File: src/rtl/msp430_clk_en_sequencer.sv
// ----------------------------------------------------------------------------
// msp430_clk_en_sequencer
//
// Produces the enable for msp430_clock_gate for one gated clock domain:
//   - divides the domain rate by 1/2/4/8 (gate_en pulses on the divided tick),
//   - drains outstanding activity before stopping the domain on an off request,
//   - sequences wake-up with a one-cycle acknowledge.
//
// Parameters
//   SETTLE_CYC  consecutive idle (busy=0) cycles required in DRAIN before
//               gating off; legal values are >= 1
//
// Ports
//   mclk      in   free-running clock
//   puc_rst   in   asynchronous active-high reset
//   div_sel   in   [1:0] rate select: 0=/1, 1=/2, 2=/4, 3=/8
//   off_req   in   level request to stop the domain clock
//   busy      in   domain activity pending; gating off forbidden while high
//   wkup      in   wake-up request (level)
//   gate_en   out  enable to the clock gate (registered)
//   clk_off   out  high while the domain clock is stopped (registered)
//   wkup_ack  out  single-cycle pulse on wake-up (registered)
//
// Configuration
//   MSP430_CLKEN_WKUP_SYNC_EN  when defined, wkup passes through a 2-flop
//                              synchronizer before the FSM (adds 2 cycles of
//                              wake latency); when undefined wkup must be
//                              synchronous to mclk.
// ----------------------------------------------------------------------------
module msp430_clk_en_sequencer #(
  parameter int unsigned SETTLE_CYC = 4
) (
  input  logic       mclk,
  input  logic       puc_rst,
  input  logic [1:0] div_sel,
  input  logic       off_req,
  input  logic       busy,
  input  logic       wkup,
  output logic       gate_en,
  output logic       clk_off,
  output logic       wkup_ack
);

  localparam int unsigned DIV_W    = 3;
  localparam int unsigned SETTLE_W = (SETTLE_CYC < 2) ? 1 : $clog2(SETTLE_CYC + 1);

  typedef enum logic [1:0] {
    ST_RUN   = 2'd0,
    ST_DRAIN = 2'd1,
    ST_OFF   = 2'd2,
    ST_WAKE  = 2'd3
  } state_t;

  state_t              state;
  state_t              state_nxt;
  logic [DIV_W-1:0]    div_cnt;
  logic [DIV_W-1:0]    div_mask;
  logic                div_tick;
  logic [SETTLE_W-1:0] settle_cnt;
  logic [SETTLE_W-1:0] settle_nxt;
  logic                wkup_int;

  // Wake request source: optionally resynchronized into mclk
`ifdef MSP430_CLKEN_WKUP_SYNC_EN
  logic [1:0] wkup_sync;

  always_ff @(posedge mclk or posedge puc_rst) begin
    if (puc_rst) begin
      wkup_sync <= 2'b00;
    end else begin
      wkup_sync <= {wkup_sync[0], wkup};
    end
  end

  assign wkup_int = wkup_sync[1];
`else
  assign wkup_int = wkup;
`endif

  // Divider tick: all low bits selected by div_sel are set
  assign div_mask = DIV_W'((4'd1 << div_sel) - 4'd1);
  assign div_tick = ((div_cnt & div_mask) == div_mask);

  // Next-state and settle counter; wkup takes priority over off_req everywhere
  always_comb begin
    state_nxt  = state;
    settle_nxt = settle_cnt;
    case (state)
      ST_RUN: begin
        if (off_req && !wkup_int) begin
          state_nxt  = ST_DRAIN;
          settle_nxt = SETTLE_W'(SETTLE_CYC);
        end
      end
      ST_DRAIN: begin
        if (!off_req || wkup_int) begin
          state_nxt = ST_RUN;
        end else if (busy) begin
          settle_nxt = SETTLE_W'(SETTLE_CYC);
        end else begin
          settle_nxt = settle_cnt - SETTLE_W'(1);
          if (settle_cnt == SETTLE_W'(1)) begin
            state_nxt = ST_OFF;
          end
        end
      end
      ST_OFF: begin
        if (wkup_int || !off_req) begin
          state_nxt = ST_WAKE;
        end
      end
      ST_WAKE: begin
        state_nxt = ST_RUN;
      end
      default: begin
        state_nxt = ST_RUN;
      end
    endcase
  end

  // State, divider and outputs; outputs follow the state being entered
  always_ff @(posedge mclk or posedge puc_rst) begin
    if (puc_rst) begin
      state      <= ST_RUN;
      settle_cnt <= '0;
      div_cnt    <= '0;
      gate_en    <= 1'b0;
      clk_off    <= 1'b0;
      wkup_ack   <= 1'b0;
    end else begin
      state      <= state_nxt;
      settle_cnt <= settle_nxt;
      wkup_ack   <= 1'b0;
      case (state_nxt)
        ST_RUN, ST_DRAIN: begin
          gate_en <= div_tick;
          clk_off <= 1'b0;
          div_cnt <= div_cnt + DIV_W'(1);
        end
        ST_OFF: begin
          // divider frozen while the domain is stopped
          gate_en <= 1'b0;
          clk_off <= 1'b1;
        end
        ST_WAKE: begin
          gate_en  <= 1'b1;
          clk_off  <= 1'b0;
          wkup_ack <= 1'b1;
          div_cnt  <= '0;
        end
        default: begin
          gate_en <= 1'b0;
          clk_off <= 1'b0;
        end
      endcase
    end
  end

endmodule

File: config.mk
export PLATFORM = sky130hd
export DESIGN_NAME = msp430_clk_en_sequencer
export DESIGN_NICKNAME = d
export VERILOG_FILES = /design/src/rtl/msp430_clk_en_sequencer.sv
export SDC_FILE = /design/constraint.sdc
export NUM_CORES = 1
export LEC_CHECK = 0
export ABC_AREA = 1
export CORE_AREA = 2 2 39 41
export CTS_CLUSTER_DIAMETER = 150
export DETAILED_ROUTE_END_ITERATION = 10
export DIE_AREA = 0 0 41 43
export HOLD_SLACK_MARGIN = 0.05
export PLACE_DENSITY = 0.7
export SYNTH_ARGS = -nofsm -noshare
export SYNTH_HDL_FRONTEND = slang
export SYNTH_SLANG_ARGS = --single-unit
File: constraint.sdc
create_clock -name mclk -period 2.87 [get_ports mclk]
set_input_delay 0.287 -clock mclk [delete_from_list [all_inputs] [get_ports mclk]]
set_output_delay 0.287 -clock mclk [all_outputs]
set_load 0.02 [all_outputs]
==> impl_metrics.json, run 1 <==
{
  "run_status": "finished clean",
  "clkPwrFrac_pct": 23.0,
  "yosys.area.top_type": "dfrtp_1",
  "slowest_stage": "clkdlybuf4s50_1",
  "clock_skew_ns": 0.00196,
  "cpLargestDelayFamily": "buffers and inverters",
  "synth_seq_cells": 11,
  "grt_max_degree": 12,
  "synth_warnings": 0,
  "overflow": 0,
  "synth-edff-count": 0,
  "drt-total-wl_um": 1080,
  "cts_resized": 0,
  "rows": 14,
  "start_util_pct": 42.9,
  "finalSetupViolations": 0,
  "relSlewSlack_pct": 71.2,
  "synth_top_cell_area_share_pct": 46.4,
  "cp_slowest_stage_delay_ns": 0.60,
  "core-area_um2": 1380,
  "synth_most_common_cell": "inv_1",
  "dieArea_um2": 1760,
  "antenna_violating_nets_post_route": 0,
  "min_period_ns": 1.49,
  "irDropWorstVdd_uv": 302,
  "end_kind": "output port",
  "synth_common_cells": "inv_1 (13), nand2_1 (12), dfrtp_1 (11)",
  "vias": 466,
  "cap_violations": 0,
  "vias_per_cell": 4.85,
  "dp_cells": 92,
  "cts_setup_buffers": 0,
  "p_per_area_nw_per_um2": 656,
  "dp_hpwl_um": 848,
  "stdcell_count": 96,
  "seqCellArea_um2": 275,
  "syn-num-nets": 77,
  "critical_path_arrival_ns": 1.20,
  "worst_hold_slack_ns": 0.301,
  "wire_per_inst_um": 11.2,
  "n_antenna_cell": 0,
  "hold_viol": 0,
  "total_power_mw": 0.478,
  "drtIter0Drc": 8,
  "clk_latency_ns": 0.27,
  "cts_hold_buf": 0,
  "crit_buf_inv": 1,
  "p_leak_nw": 0.370,
  "cts_root_buffer": "clkbuf_4",
  "hold_class": "in2async",
  "track_usage_pct": 15.0,
  "clock_sinks": 11,
  "yosysUniqueCellTypes": 18,
  "seqPwrFrac_pct": 45.2,
  "setup-tns-final_ns": 0,
  "slew_violations": 0,
  "avgSynthCellArea_um2": 8.85,
  "critPathKind": "reg2out",
  "die_w_um": 41,
  "drc": 0,
  "worstMarginPinSlew_ns": 0.432,
  "power.internal_mw": 0.318,
  "synth-async-reset-ratio_pct": 100,
  "first_pass_iters": 4,
  "numPortBuffers": 9,
  "area_growth_pct": 23.0,
  "synth_area_um2": 593,
  "fp.dieH_um": 43,
  "nNetsFinal": 91,
  "globalplace.congestion": 0.816,
  "cts_tree": "done",
  "clkSlewWorstSetupHoldPaths_ns": 0.07,
  "critPathMaxFanout": 1,
  "pwr-share-comb_pct": 31.8,
  "fin_crit_sh_pct": 51.8,
  "ioPinCount": 10,
  "grt_pass1_wl_um": 1740,
  "max_freq_mhz": 673,
  "synthTopCellsByArea": "dfrtp_1 (46%), inv_1 (8.2%), nand2_1 (7.6%)",
  "antenna_found_initial": 0,
  "fill_cells": 134,
  "drive_above_1_share_pct": 15.0,
  "htree_levels": 1,
  "critPathLaunchType": "register",
  "ys.flop_type": "dfrtp_1",
  "synth_seq_area_share_pct": 46.4,
  "p_switching_mw": 0.160,
  "cp_cell_sequence": "clkdlybuf4s50_1",
  "clk_path_buf_depth": 2,
  "synth_cells": 67,
  "multi_input_area_um2": 265,
  "critical_path_required_ns": 2.58,
  "cts_buffers": 3,
  "grt_pass1_vias": 423,
  "p_sw_share_pct": 33.5,
  "rsz0062_at_grt": "no"
}
[cells in the final DEF, fill, tap and decap left out, drive strengths merged]
master	instances
a2bb2oi	1
a21oi	3
ha	3
xnor2	2
inv	14
dfrtp	11
clkdlybuf4s50	9
o22ai	1
clkbuf	4
nand3	5
nor2	8
nand4	1
o21ai	2
nand2	16
[cell type report]
type                       instances  area share (%)
clock buffer                       4            3.60
inverter                          14            7.20
multi-input combinational         42            36.4
sequential                        11            37.7
tap                               16            2.74
timing repair buffer               9            12.3
[state kept, by name, summed over array words and instances (netlist names)]
| name | flops |
|---|---|
| div_cnt | 3 |
| settle_cnt | 3 |
| state | 2 |
| clk_off | 1 |
| gate_en | 1 |
| wkup_ack | 1 |
[final timing paths]
check | start | end | slack (ns) | cells past startpoint
min | puc_rst | div_cnt[0] | 0.30 | 2
min in group mclk | div_cnt[2] | div_cnt[2] | 0.57 | 2
max | clk_off | clk_off | 1.38 | 1
min reg2reg | div_cnt[2] | div_cnt[2] | 0.57 | 2
max in group asynchronous | puc_rst | div_cnt[2] | 2.27 | 2
max reg2reg | settle_cnt[1] | div_cnt[2] | 1.57 | 6
[cells by family after synthesis]
family	after synthesis	share of synthesized area (%)
fa+ha+maj	3	6.33
compound gates	7	8.65
flops	11	46.4
simple gates	30	26.8
buf+inv	14	8.86
xor+xnor	2	2.95
[layer usage]
layer | vias up | wire, um | track usage [%]
li1 | 232 | - | -
met3 | 3 | 52 | 1.57
met2 | 15 | 505 | 21.3
met1 | 216 | 497 | 20.6
met4 | 0 | 22 | 10.0
met5 | - | 0 | 0
[power groups by stage]
stage / Sequential (mW) / Combinational [mW] / Clock (mW)
after global placement: 0.217 / 0.148 / 0
after CTS: 0.216 / 0.155 / 0.111
after global routing: 0.220 / 0.180 / 0.116
after detailed placement: 0.219 / 0.154 / 0
final: 0.216 / 0.152 / 0.110
after floorplan: 0.220 / 0.102 / 0
[metrics by stage]
step | area [um2] | setup WS (ns) | util, %
2_1_floorplan | 593 | 1.71 | -
3_3_place_gp | 703 | 1.35 | 50.8
3_5_place_dp | 703 | 1.32 | 50.8
4_1_cts | 729 | 1.38 | 52.7
5_1_grt | 729 | 1.34 | 52.7
6_report | 729 | 1.38 | 52.7
No activity file was read; power rests on OpenSTA's default activity.
==> run 2, diff against run 1 <==
==> constraint.sdc (replaced) <==
create_clock -name mclk -period 1.6 [get_ports mclk]
set_input_delay 0.16 -clock mclk [delete_from_list [all_inputs] [get_ports mclk]]
set_output_delay 0.16 -clock mclk [all_outputs]
set_load 0.02 [all_outputs]
==> run 2 against run 1 <==
Net effect:
- die area unchanged
- sequential cell count unchanged
- via count down 6.0%
- wire length down 7.9%
- hold slack got worse by 0.12 ns
- cell count unchanged
- combinational power grew 71%
- first-iteration DRC count increased by 25%
- largest power group unchanged
==> impl_metrics.json, run 2 (synthesized netlist as in run 1, its figures left out) <==
{
  "run_status": "finished clean",
  "reg_top3": "div_cnt x3, settle_cnt x3, state x2",
  "drtIter0Drc": 10,
  "area_growth_pct": 23.0,
  "irDropWorstVdd_uv": 687,
  "critPathKind": "reg2out",
  "slowest_stage": "clkdlybuf4s50_1",
  "total_power_mw": 0.836,
  "numPortBuffers": 9,
  "cts_setup_buffers": 0,
  "rsz0062_at_grt": "no",
  "vias": 438,
  "grt_pass1_wl_um": 1680,
  "hold_viol": 0,
  "clk_latency_ns": 0.27,
  "clk_path_buf_depth": 2,
  "clock_sinks": 11,
  "dp_hpwl_um": 777,
  "p_switching_mw": 0.270,
  "dieArea_um2": 1760,
  "die_w_um": 41,
  "track_usage_pct": 14.5,
  "fp.dieH_um": 43,
  "drc": 0,
  "critPathLaunchType": "register",
  "postPlaceCellArea_um2": 703,
  "cp_slowest_stage_delay_ns": 0.59,
  "grt_pass1_vias": 434,
  "p_leak_nw": 0.370,
  "wire_per_inst_um": 10.3,
  "dp_cells": 92,
  "crit_buf_inv": 1,
  "n_antenna_cell": 0,
  "nNetsFinal": 91,
  "drt-total-wl_um": 992,
  "stdcell_count": 96,
  "final.setup.worst_slack_ns": 0.249,
  "clkPwrFrac_pct": 22.8,
  "cts_tree": "done",
  "relSlewSlack_pct": 71.8,
  "end_kind": "output port",
  "antenna_violating_nets_post_route": 0,
  "overflow": 0,
  "globalplace.congestion": 0.773,
  "cp_cell_sequence": "clkdlybuf4s50_1",
  "critical_path_required_ns": 1.44,
  "fin_util_pct": 52.7,
  "cpLargestDelayFamily": "buffers and inverters",
  "vias_per_cell": 4.56,
  "seqPwrFrac_pct": 46.2,
  "grt_max_degree": 12,
  "rows": 14,
  "htree_levels": 1,
  "first_pass_iters": 4,
  "cts_hold_buf": 0,
  "cts_buffers": 3,
  "max_freq_mhz": 740,
  "antenna_found_initial": 0,
  "power.internal_mw": 0.566,
  "min_period_ns": 1.35,
  "cap_violations": 0,
  "p_per_area_nw_per_um2": 1150,
  "slew_violations": 0,
  "clock_skew_ns": 0.00223,
  "hold_class": "in2async",
  "core-area_um2": 1380,
  "pwr-share-comb_pct": 31.0,
  "start_util_pct": 42.9,
  "layout_commonest_cell": "inv_1",
  "worstMarginPinSlew_ns": 0.423,
  "setup-tns-final_ns": 0,
  "worst_hold_slack_ns": 0.180,
  "fin_crit_sh_pct": 84.4,
  "drive_above_1_share_pct": 15.0,
  "mostFrequentLayoutCells": "inv_1 (13), nand2_1 (12), dfrtp_1 (11), clkdlybuf4s50_1 (9), nor2_1 (6)",
  "finalSetupViolations": 0,
  "critPathMaxFanout": 1,
  "place_ws_ns": 0.168,
  "postLayoutCellArea_um2": 729,
  "critical_path_arrival_ns": 1.19,
  "cts_root_buffer": "clkbuf_4",
  "p_sw_share_pct": 32.3,
  "ioPinCount": 10,
  "cts_resized": 0,
  "clkSlewWorstSetupHoldPaths_ns": 0.07
}
-- run 2: cell counts in the layout (fill, tap and decap cells not counted) --
No cell type changed its count.
-- run 2: final cells by class --
type | count | area, um2
well taps | 16 | 20.0
inverters | 14 | 52.6
clock buffers | 4 | 26.3
flip-flops and latches | 11 | 275
fillers | 127 | 654
multi-input cells | 42 | 265
repair buffers | 9 | 90.1
-- run 2: layer usage --
layer  up-vias  GRT usage (%)  part of all wire [%]
met5         -              0                     0
met4         0           10.0                     0
met3         0           1.57                   4.7
met2        11           18.8                    45
met1       193           21.5                    50
li1        234              -                     -
-- run 2: worst paths after layout --
kind / start / end / slack (ns) / cells after the start
setup / recovery: clk_off / clk_off / 0.25 / 1
max in group asynchronous: puc_rst / settle_cnt[2] / 1.13 / 2
hold / removal: puc_rst / clk_off / 0.18 / 2
min in group mclk: wkup / wkup_ack / 0.56 / 3
hold reg to reg: div_cnt[2] / div_cnt[2] / 0.57 / 2
setup reg to reg: settle_cnt[1] / div_cnt[1] / 0.30 / 6
-- run 2: power by group through the flow --
stage / logic [mW] / registers, mW / clock network (mW)
after detailed placement: 0.261 / 0.391 / 0
final: 0.260 / 0.386 / 0.191
after CTS: 0.263 / 0.386 / 0.197
after global routing: 0.323 / 0.395 / 0.206
after global placement: 0.253 / 0.390 / 0
after floorplan: 0.183 / 0.394 / 0
